`src/rtl/game_ctrl_if.sv`:
```
// game_ctrl signal bundle: player pins, rendering/score feedback and the
// control outputs that go back to the game units. The "slave" side is the
// sequencer itself and the "master" side is everything around it.
interface game_ctrl_if #(
  parameter int N_OBS   = 3,
  parameter int TYPE_W  = 1,
  parameter int LIVES   = 1,
  parameter int SCORE_W = 16
);
  localparam int LIVES_W = $clog2(LIVES + 1);

  // player / environment inputs
  logic                      jump_in;
  logic                      halt_in;
  logic                      debug_in;
  logic                      collision;
  logic [N_OBS-1:0]          obstacle_select;
  logic [N_OBS*TYPE_W-1:0]   random;
  logic [SCORE_W-1:0]        score_in;

  // sequencer outputs
  logic                      game_reset;
  logic                      game_halt;
  logic                      game_over;
  logic                      start_blink;
  logic [N_OBS*TYPE_W-1:0]   obstacle_type;
  logic [LIVES_W-1:0]        lives;
  logic [SCORE_W-1:0]        high_score;
  logic [1:0]                state;

  modport master (
    output jump_in, halt_in, debug_in, collision, obstacle_select, random, score_in,
    input  game_reset, game_halt, game_over, start_blink, obstacle_type, lives,
           high_score, state
  );

  modport slave (
    input  jump_in, halt_in, debug_in, collision, obstacle_select, random, score_in,
    output game_reset, game_halt, game_over, start_blink, obstacle_type, lives,
           high_score, state
  );
endinterface

```
`src/rtl/game_ctrl.sv`:
```
// game_ctrl: lifecycle sequencer for the VGA runner games.
// OVER -> (jump after hold-off) -> START (fixed countdown) -> RUN.
// A hit in RUN either costs a life and enters a timed INVULN window, or on the
// final life ends the game and captures the high score. Obstacle lane types
// are latched from the rng on each rising lane-select strobe in every state.
module game_ctrl #(
  parameter int START_TIME  = 30000000,
  parameter int HOLDOFF     = 100000,
  parameter int N_OBS       = 3,
  parameter int TYPE_W      = 1,
  parameter int LIVES       = 1,
  parameter int INVULN_TIME = 10000000,
  parameter int SCORE_W     = 16,
  parameter int BLINK_BIT   = 22
) (
  input  logic        clk,
  input  logic        sys_rst,
  game_ctrl_if.slave  bus
);

  localparam int START_W = $clog2(START_TIME + 1);
  localparam int HOLD_W  = $clog2(HOLDOFF + 1);
  localparam int INV_W   = $clog2(INVULN_TIME + 1);
  localparam int LIVES_W = $clog2(LIVES + 1);
  localparam int OBS_W   = N_OBS * TYPE_W;

  typedef enum logic [1:0] {
    ST_OVER   = 2'd0,
    ST_START  = 2'd1,
    ST_RUN    = 2'd2,
    ST_INVULN = 2'd3
  } state_t;

  state_t               state_r;
  state_t               state_nxt_s;

  logic [HOLD_W-1:0]    holdoff_ctr_r;
  logic [START_W-1:0]   start_ctr_r;
  logic [INV_W-1:0]     inv_ctr_r;
  logic [LIVES_W-1:0]   lives_r;
  logic [SCORE_W-1:0]   high_score_r;
  logic [OBS_W-1:0]     obs_type_r;
  logic [OBS_W-1:0]     obs_type_nxt_s;
  logic [N_OBS-1:0]     sel_last_r;

  logic                 game_reset_s;
  logic                 game_halt_s;
  logic                 game_over_s;
  logic                 start_blink_s;
  logic                 hit_s;
  logic                 last_life_s;
  logic                 start_done_s;
  logic                 inv_done_s;
  logic [N_OBS-1:0]     obs_load_s;

  // Decode the qualifying events the FSM and counters react to.
  always_comb begin
    // Restart needs a long-enough release before the accepting press; that
    // press clears holdoff_ctr, so the pulse cannot last more than one cycle.
    game_reset_s = (state_r == ST_OVER) && bus.jump_in &&
                   (holdoff_ctr_r >= HOLD_W'(HOLDOFF));
    hit_s        = bus.collision & ~bus.debug_in & ~bus.halt_in;
    last_life_s  = (lives_r == LIVES_W'(1));
    start_done_s = (start_ctr_r == START_W'(START_TIME - 1));
    inv_done_s   = (inv_ctr_r == INV_W'(INVULN_TIME - 1)) && !bus.halt_in;
    obs_load_s   = bus.obstacle_select & ~sel_last_r;
  end

  // FSM state register.
  always_ff @(posedge clk) begin
    if (sys_rst) begin
      state_r <= ST_OVER;
    end else begin
      state_r <= state_nxt_s;
    end
  end

  // FSM next-state logic.
  always_comb begin
    state_nxt_s = state_r;
    case (state_r)
      ST_OVER: begin
        if (game_reset_s) begin
          state_nxt_s = ST_START;
        end else begin
          state_nxt_s = ST_OVER;
        end
      end
      ST_START: begin
        if (start_done_s) begin
          state_nxt_s = ST_RUN;
        end else begin
          state_nxt_s = ST_START;
        end
      end
      ST_RUN: begin
        if (hit_s && last_life_s) begin
          state_nxt_s = ST_OVER;
        end else if (hit_s) begin
          state_nxt_s = ST_INVULN;
        end else begin
          state_nxt_s = ST_RUN;
        end
      end
      ST_INVULN: begin
        if (inv_done_s) begin
          state_nxt_s = ST_RUN;
        end else begin
          state_nxt_s = ST_INVULN;
        end
      end
      default: begin
        state_nxt_s = ST_OVER;
      end
    endcase
  end

  // FSM outputs, decoded straight from registered state and start counter.
  always_comb begin
    game_halt_s   = 1'b0;
    game_over_s   = 1'b0;
    start_blink_s = 1'b1;
    case (state_r)
      ST_OVER: begin
        game_halt_s   = 1'b1;
        game_over_s   = 1'b1;
        start_blink_s = 1'b1;
      end
      ST_START: begin
        game_halt_s   = 1'b1;
        game_over_s   = 1'b0;
        start_blink_s = start_ctr_r[BLINK_BIT];
      end
      ST_RUN, ST_INVULN: begin
        game_halt_s   = bus.halt_in;
        game_over_s   = 1'b0;
        start_blink_s = 1'b1;
      end
      default: begin
        game_halt_s   = 1'b1;
        game_over_s   = 1'b1;
        start_blink_s = 1'b1;
      end
    endcase
  end

  // Restart hold-off: counts jump-released cycles, saturating at HOLDOFF.
  always_ff @(posedge clk) begin
    if (sys_rst) begin
      holdoff_ctr_r <= '0;
    end else if (bus.jump_in) begin
      holdoff_ctr_r <= '0;
    end else if (holdoff_ctr_r < HOLD_W'(HOLDOFF)) begin
      holdoff_ctr_r <= holdoff_ctr_r + HOLD_W'(1);
    end else begin
      holdoff_ctr_r <= holdoff_ctr_r;
    end
  end

  // START countdown: runs every START cycle regardless of halt_in, so the
  // countdown length is fixed; it ends at START_TIME and then holds.
  always_ff @(posedge clk) begin
    if (sys_rst) begin
      start_ctr_r <= '0;
    end else if (game_reset_s) begin
      start_ctr_r <= '0;
    end else if (state_r == ST_START) begin
      start_ctr_r <= start_ctr_r + START_W'(1);
    end else begin
      start_ctr_r <= start_ctr_r;
    end
  end

  // Invulnerability timer: armed by a non-final hit, frozen while paused.
  always_ff @(posedge clk) begin
    if (sys_rst) begin
      inv_ctr_r <= '0;
    end else if ((state_r == ST_RUN) && hit_s && !last_life_s) begin
      inv_ctr_r <= '0;
    end else if ((state_r == ST_INVULN) && !bus.halt_in) begin
      inv_ctr_r <= inv_ctr_r + INV_W'(1);
    end else begin
      inv_ctr_r <= inv_ctr_r;
    end
  end

  // Lives: refilled on restart, one lost per accepted hit (final hit -> 0).
  always_ff @(posedge clk) begin
    if (sys_rst) begin
      lives_r <= LIVES_W'(LIVES);
    end else if (game_reset_s) begin
      lives_r <= LIVES_W'(LIVES);
    end else if ((state_r == ST_RUN) && hit_s) begin
      lives_r <= lives_r - LIVES_W'(1);
    end else begin
      lives_r <= lives_r;
    end
  end

  // High score: sampled from score_in on the cycle of the game-ending hit.
  always_ff @(posedge clk) begin
    if (sys_rst) begin
      high_score_r <= '0;
    end else if ((state_r == ST_RUN) && hit_s && last_life_s &&
                 (bus.score_in > high_score_r)) begin
      high_score_r <= bus.score_in;
    end else begin
      high_score_r <= high_score_r;
    end
  end

  // Per-lane type selection: a lane reloads only on its select rising edge.
  always_comb begin
    obs_type_nxt_s = obs_type_r;
    for (int i = 0; i < N_OBS; i++) begin
      if (obs_load_s[i]) begin
        obs_type_nxt_s[i*TYPE_W +: TYPE_W] = bus.random[i*TYPE_W +: TYPE_W];
      end else begin
        obs_type_nxt_s[i*TYPE_W +: TYPE_W] = obs_type_r[i*TYPE_W +: TYPE_W];
      end
    end
  end

  // Obstacle type and select-history registers.
  always_ff @(posedge clk) begin
    if (sys_rst) begin
      obs_type_r <= '0;
      sel_last_r <= '0;
    end else begin
      obs_type_r <= obs_type_nxt_s;
      sel_last_r <= bus.obstacle_select;
    end
  end

  assign bus.game_reset    = game_reset_s;
  assign bus.game_halt     = game_halt_s;
  assign bus.game_over     = game_over_s;
  assign bus.start_blink   = start_blink_s;
  assign bus.obstacle_type = obs_type_r;
  assign bus.lives         = lives_r;
  assign bus.high_score    = high_score_r;
  assign bus.state         = state_r;

endmodule

```
`src/flat_wrapper.sv`:
```
// flat-port wrapper written by rule: the top's interface ports become plain ports
module game_ctrl_flat 
#(
  parameter int START_TIME  = 30000000,
  parameter int HOLDOFF     = 100000,
  parameter int N_OBS       = 3,
  parameter int TYPE_W      = 1,
  parameter int LIVES       = 1,
  parameter int INVULN_TIME = 10000000,
  parameter int SCORE_W     = 16,
  parameter int BLINK_BIT   = 22
)
  (clk, sys_rst, bus_jump_in, bus_halt_in, bus_debug_in, bus_collision, bus_obstacle_select, bus_random, bus_score_in, bus_game_reset, bus_game_halt, bus_game_over, bus_start_blink, bus_obstacle_type, bus_lives, bus_high_score, bus_state);
  game_ctrl_if #(.N_OBS(N_OBS), .TYPE_W(TYPE_W), .LIVES(LIVES), .SCORE_W(SCORE_W)) bus_i ();
  input  logic clk;
  input  logic sys_rst;
  input wire logic [$bits(bus_i.jump_in)-1:0] bus_jump_in;
  input wire logic [$bits(bus_i.halt_in)-1:0] bus_halt_in;
  input wire logic [$bits(bus_i.debug_in)-1:0] bus_debug_in;
  input wire logic [$bits(bus_i.collision)-1:0] bus_collision;
  input wire logic [$bits(bus_i.obstacle_select)-1:0] bus_obstacle_select;
  input wire logic [$bits(bus_i.random)-1:0] bus_random;
  input wire logic [$bits(bus_i.score_in)-1:0] bus_score_in;
  output wire logic [$bits(bus_i.game_reset)-1:0] bus_game_reset;
  output wire logic [$bits(bus_i.game_halt)-1:0] bus_game_halt;
  output wire logic [$bits(bus_i.game_over)-1:0] bus_game_over;
  output wire logic [$bits(bus_i.start_blink)-1:0] bus_start_blink;
  output wire logic [$bits(bus_i.obstacle_type)-1:0] bus_obstacle_type;
  output wire logic [$bits(bus_i.lives)-1:0] bus_lives;
  output wire logic [$bits(bus_i.high_score)-1:0] bus_high_score;
  output wire logic [$bits(bus_i.state)-1:0] bus_state;
  assign bus_i.jump_in = bus_jump_in;
  assign bus_i.halt_in = bus_halt_in;
  assign bus_i.debug_in = bus_debug_in;
  assign bus_i.collision = bus_collision;
  assign bus_i.obstacle_select = bus_obstacle_select;
  assign bus_i.random = bus_random;
  assign bus_i.score_in = bus_score_in;
  assign bus_game_reset = bus_i.game_reset;
  assign bus_game_halt = bus_i.game_halt;
  assign bus_game_over = bus_i.game_over;
  assign bus_start_blink = bus_i.start_blink;
  assign bus_obstacle_type = bus_i.obstacle_type;
  assign bus_lives = bus_i.lives;
  assign bus_high_score = bus_i.high_score;
  assign bus_state = bus_i.state;
  game_ctrl #(.START_TIME(START_TIME), .HOLDOFF(HOLDOFF), .N_OBS(N_OBS), .TYPE_W(TYPE_W), .LIVES(LIVES), .INVULN_TIME(INVULN_TIME), .SCORE_W(SCORE_W), .BLINK_BIT(BLINK_BIT)) u_core (.clk(clk), .sys_rst(sys_rst), .bus(bus_i));
endmodule
```
`config.mk`:
```
export PLATFORM = sky130hd
export DESIGN_NAME = game_ctrl_flat
export DESIGN_NICKNAME = d
export VERILOG_FILES = /design/src/rtl/game_ctrl_if.sv /design/src/rtl/game_ctrl.sv /design/src/flat_wrapper.sv
export SDC_FILE = /design/constraint.sdc
export NUM_CORES = 1
export LEC_CHECK = 0
export ABC_CLOCK_PERIOD_IN_PS = 6000
export CORE_MARGIN = 2
export CORE_UTILIZATION = 55
export CTS_CLUSTER_DIAMETER = 150
export DETAILED_ROUTE_END_ITERATION = 10
export PLACE_DENSITY = 0.79
export SYNTH_ARGS = -nofsm -noshare
export SYNTH_HDL_FRONTEND = slang
export SYNTH_SLANG_ARGS = --single-unit
```
`constraint.sdc`:
```
create_clock -name clk -period 6 [get_ports clk]
set_input_delay 1.2 -clock clk [delete_from_list [all_inputs] [get_ports clk]]
set_output_delay 1.2 -clock clk [all_outputs]
set_load 0.01 [all_outputs]
```
==> flow_metrics.tcl <==
set metrics [dict create \
    path_clk_slew_ns 0.09 \
    cp-end-kind "output pin" \
    grt-ovfl-total 0 \
    gp_congestion 0.780 \
    vias 3723 \
    fin_tns_setup_ns 0 \
    critPathKind "in -> out" \
    syn-instance-count 514 \
    ctsHoldBuffers 0 \
    met1_usage 0.271 \
    required_ns 4.80 \
    ctsResizeCount 0 \
    synth-compound-area-share 0.123 \
    dieArea_um2 8950 \
    period_needed_ns 3.74 \
    clk_latency_ns 0.35 \
    wl_per_cell_um 13.8 \
    drt-total-wl_mm 9.25 \
    synth_edf_count 0 \
    drv_slew 0 \
    setup_viol 0 \
    synthArstFlopShare 0 \
    syn_nets 562 \
    die_width_um 94.6 \
    nets 609 \
    ant_nets 0 \
    rsz0062_at_grt "false" \
    fp.dieH_um 94.6 \
    port_buffers 53 \
    synth_simple_gate_area_share 0.272 \
    fin_crit_sh 0.623 \
    worst_pin_slew_ns 0.914 \
    drc 0 \
    final_common_cell "dfxtp_1" \
    grt_max_degree 26 \
    ioPinCount 54 \
    core_area_um2 8090 \
    drt-pass1-iter-count 4 \
    finalPower_uw 1130 \
    relSlewSlack 0.388 \
    diodes 0 \
    synth_warnings 0 \
    syn_to_final_growth_pct 17.8 \
    ys_types 60 \
    clockBufferDepth 2 \
    antenna_found_initial 0 \
    synthMuxAreaShare 0.0133 \
    ys_seq_area_frac 0.404 \
    finalHoldViolations 0 \
    syn_area_um2 4510 \
    track_usage 0.221 \
    cts_tree "done" \
    grt_pass1_vias 3604 \
    fillerInstances 674 \
    numCtsBuffers 9 \
    rows 33 \
    grt_pass1_wl_mm 15.9 \
    synth_xor_area_frac 0.0854 \
    ys.flop_type "dfxtp_1" \
    fin_skew_ns 0.00740 \
    cts-root-buf "clkbuf_8" \
    hold_class "reg -> reg" \
    grt_use_met3 0.0623 \
    outcome "finished clean" \
    yosys_register_bits 91 \
    h-tree-depth 3 \
    grt.busiest_layer "met2" \
    post_cts_buffers 0 \
    drive_above_1_share 0.0671 \
    met2_usage 0.386 \
    syn_avg_cell_area_um2 8.78 \
    powerDensity_nw_per_um2 212 \
    start_util 0.558 \
    drtIter0Drc 91 \
    synth_fa_ha_area_frac 0.0554 \
    ir_worst_vdd_mv 0.136 \
    arrival_ns 2.54 \
    via_per_inst 5.55 \
    worstSetupStartpointType "input pin" \
    max_freq_ghz 0.267 \
    synth_top_family_by_area "simple AND/OR/NAND/NOR gates" \
    leakagePower_uw 0.00181 \
    drv_cap 0 \
    worstPathMaxFanout 3 \
    numClockSinks 91 \
    layout_common_cells "dfxtp_1 (91), nor2_1 (60), clkdlybuf4s50_1 (53), inv_1 (34), nand2_1 (32)" \
    hpwlAfterDp_mm 6.66 \
]
-- worst max-delay path, stage by stage --
cell and delay, ns:
clkdlybuf4s50_1 0.54, nand3_1 0.14, inv_1 0.10, clkdlybuf4s50_1 0.56
-- flip-flops by register name, summed over array words and instances, names as in the netlist --
signal / flops
u_core.inv_ctr_r: 24
u_core.bus.state: 2
u_core.start_ctr_r: 25
u_core.holdoff_ctr_r: 17
u_core.sel_last_r: 3
u_core.bus.obstacle_type: 3
u_core.bus.lives: 1
u_core.bus.high_score: 16
-- metal layers --
| metal | wire, µm | part of all wire |
|---|---|---|
| met1 | 4200 | 0.45 |
| met2 | 4540 | 0.49 |
| met3 | 412 | 0.045 |
| met4 | 100 | 0.011 |
| met5 | 0 | 0 |
-- synthesized netlist by cell type, types with 3 or more instances --
master | n | area (µm²)
ha_1 | 20 | 250
o31ai_1 | 3 | 22.5
mux2i_1 | 6 | 60.1
a31oi_1 | 3 | 18.8
xor2_1 | 17 | 149
nor2b_1 | 8 | 50.1
dfxtp_1 | 91 | 1820
o21ai_0 | 17 | 85.1
o21a_1 | 4 | 30.0
nor3_1 | 13 | 65.1
nand2_1 | 32 | 120
nand3b_1 | 3 | 22.5
inv_1 | 34 | 128
clkbuf_1 | 9 | 33.8
and2_1 | 3 | 18.8
xnor2_1 | 27 | 236
and4_1 | 3 | 26.3
and3_1 | 12 | 75.1
or3_1 | 15 | 93.8
or4_1 | 5 | 37.5
a21oi_1 | 24 | 120
buf_2 | 6 | 30.0
nand3_1 | 21 | 105
nor4_1 | 5 | 31.3
nor2_1 | 60 | 225
nand4_1 | 21 | 131
a22o_1 | 5 | 43.8
a22o_2 | 10 | 100
-- where the power goes --
group,internal (µW),switching [µW]
clock,257,207
combinational,28.8,27.5
sequential,606,1.50
total,892,236
-- area by class of cell --
class | instances | area, µm² | area share
Clock inverter | 4 | 72.6 | 0.0137
Clock buffer | 12 | 155 | 0.0292
Multi-Input combinational cell | 372 | 2480 | 0.466
Sequential cell | 91 | 1820 | 0.343
Timing Repair Buffer | 53 | 531 | 0.0998
Tap cell | 105 | 131 | 0.0247
Inverter | 34 | 128 | 0.0240
-- path summary, 6_finish.rpt --
check,start,end,slack [ns],depth (start not counted)
hold / removal,u_core.holdoff_ctr_r[10],u_core.holdoff_ctr_r[10],0.49,2
setup reg to reg,u_core.bus.high_score[14],u_core.bus.high_score[13],3.57,6
setup / recovery,bus_jump_in,bus_game_reset,2.26,4
hold reg to reg,u_core.holdoff_ctr_r[10],u_core.holdoff_ctr_r[10],0.49,2
-- cells by family (layout without fill, tap and decap cells) --
| logic type | Yosys count | count (layout) |
|---|---|---|
| simple gates | 223 | 223 |
| flops | 91 | 91 |
| compound gates | 79 | 79 |
| buf+inv | 51 | 103 |
| xor+xnor | 44 | 44 |
| fa+ha+maj | 20 | 20 |
| mux | 6 | 6 |
-- per-stage QoR --
stage          utilization  std cells  worst slack (ns)  hold slack [ns]  instance area [µm²]
2_1_floorplan            -        514              3.14            0.441                 4510
3_3_place_gp         0.629        655              2.29            0.448                 5090
3_5_place_dp         0.629        655              2.28            0.479                 5090
4_1_cts              0.657        671              2.27            0.496                 5320
5_1_grt              0.657        671              2.21            0.518                 5320
6_report             0.657        671              2.26            0.492                 5320
Note: power is estimated with default switching activity, not from simulation.
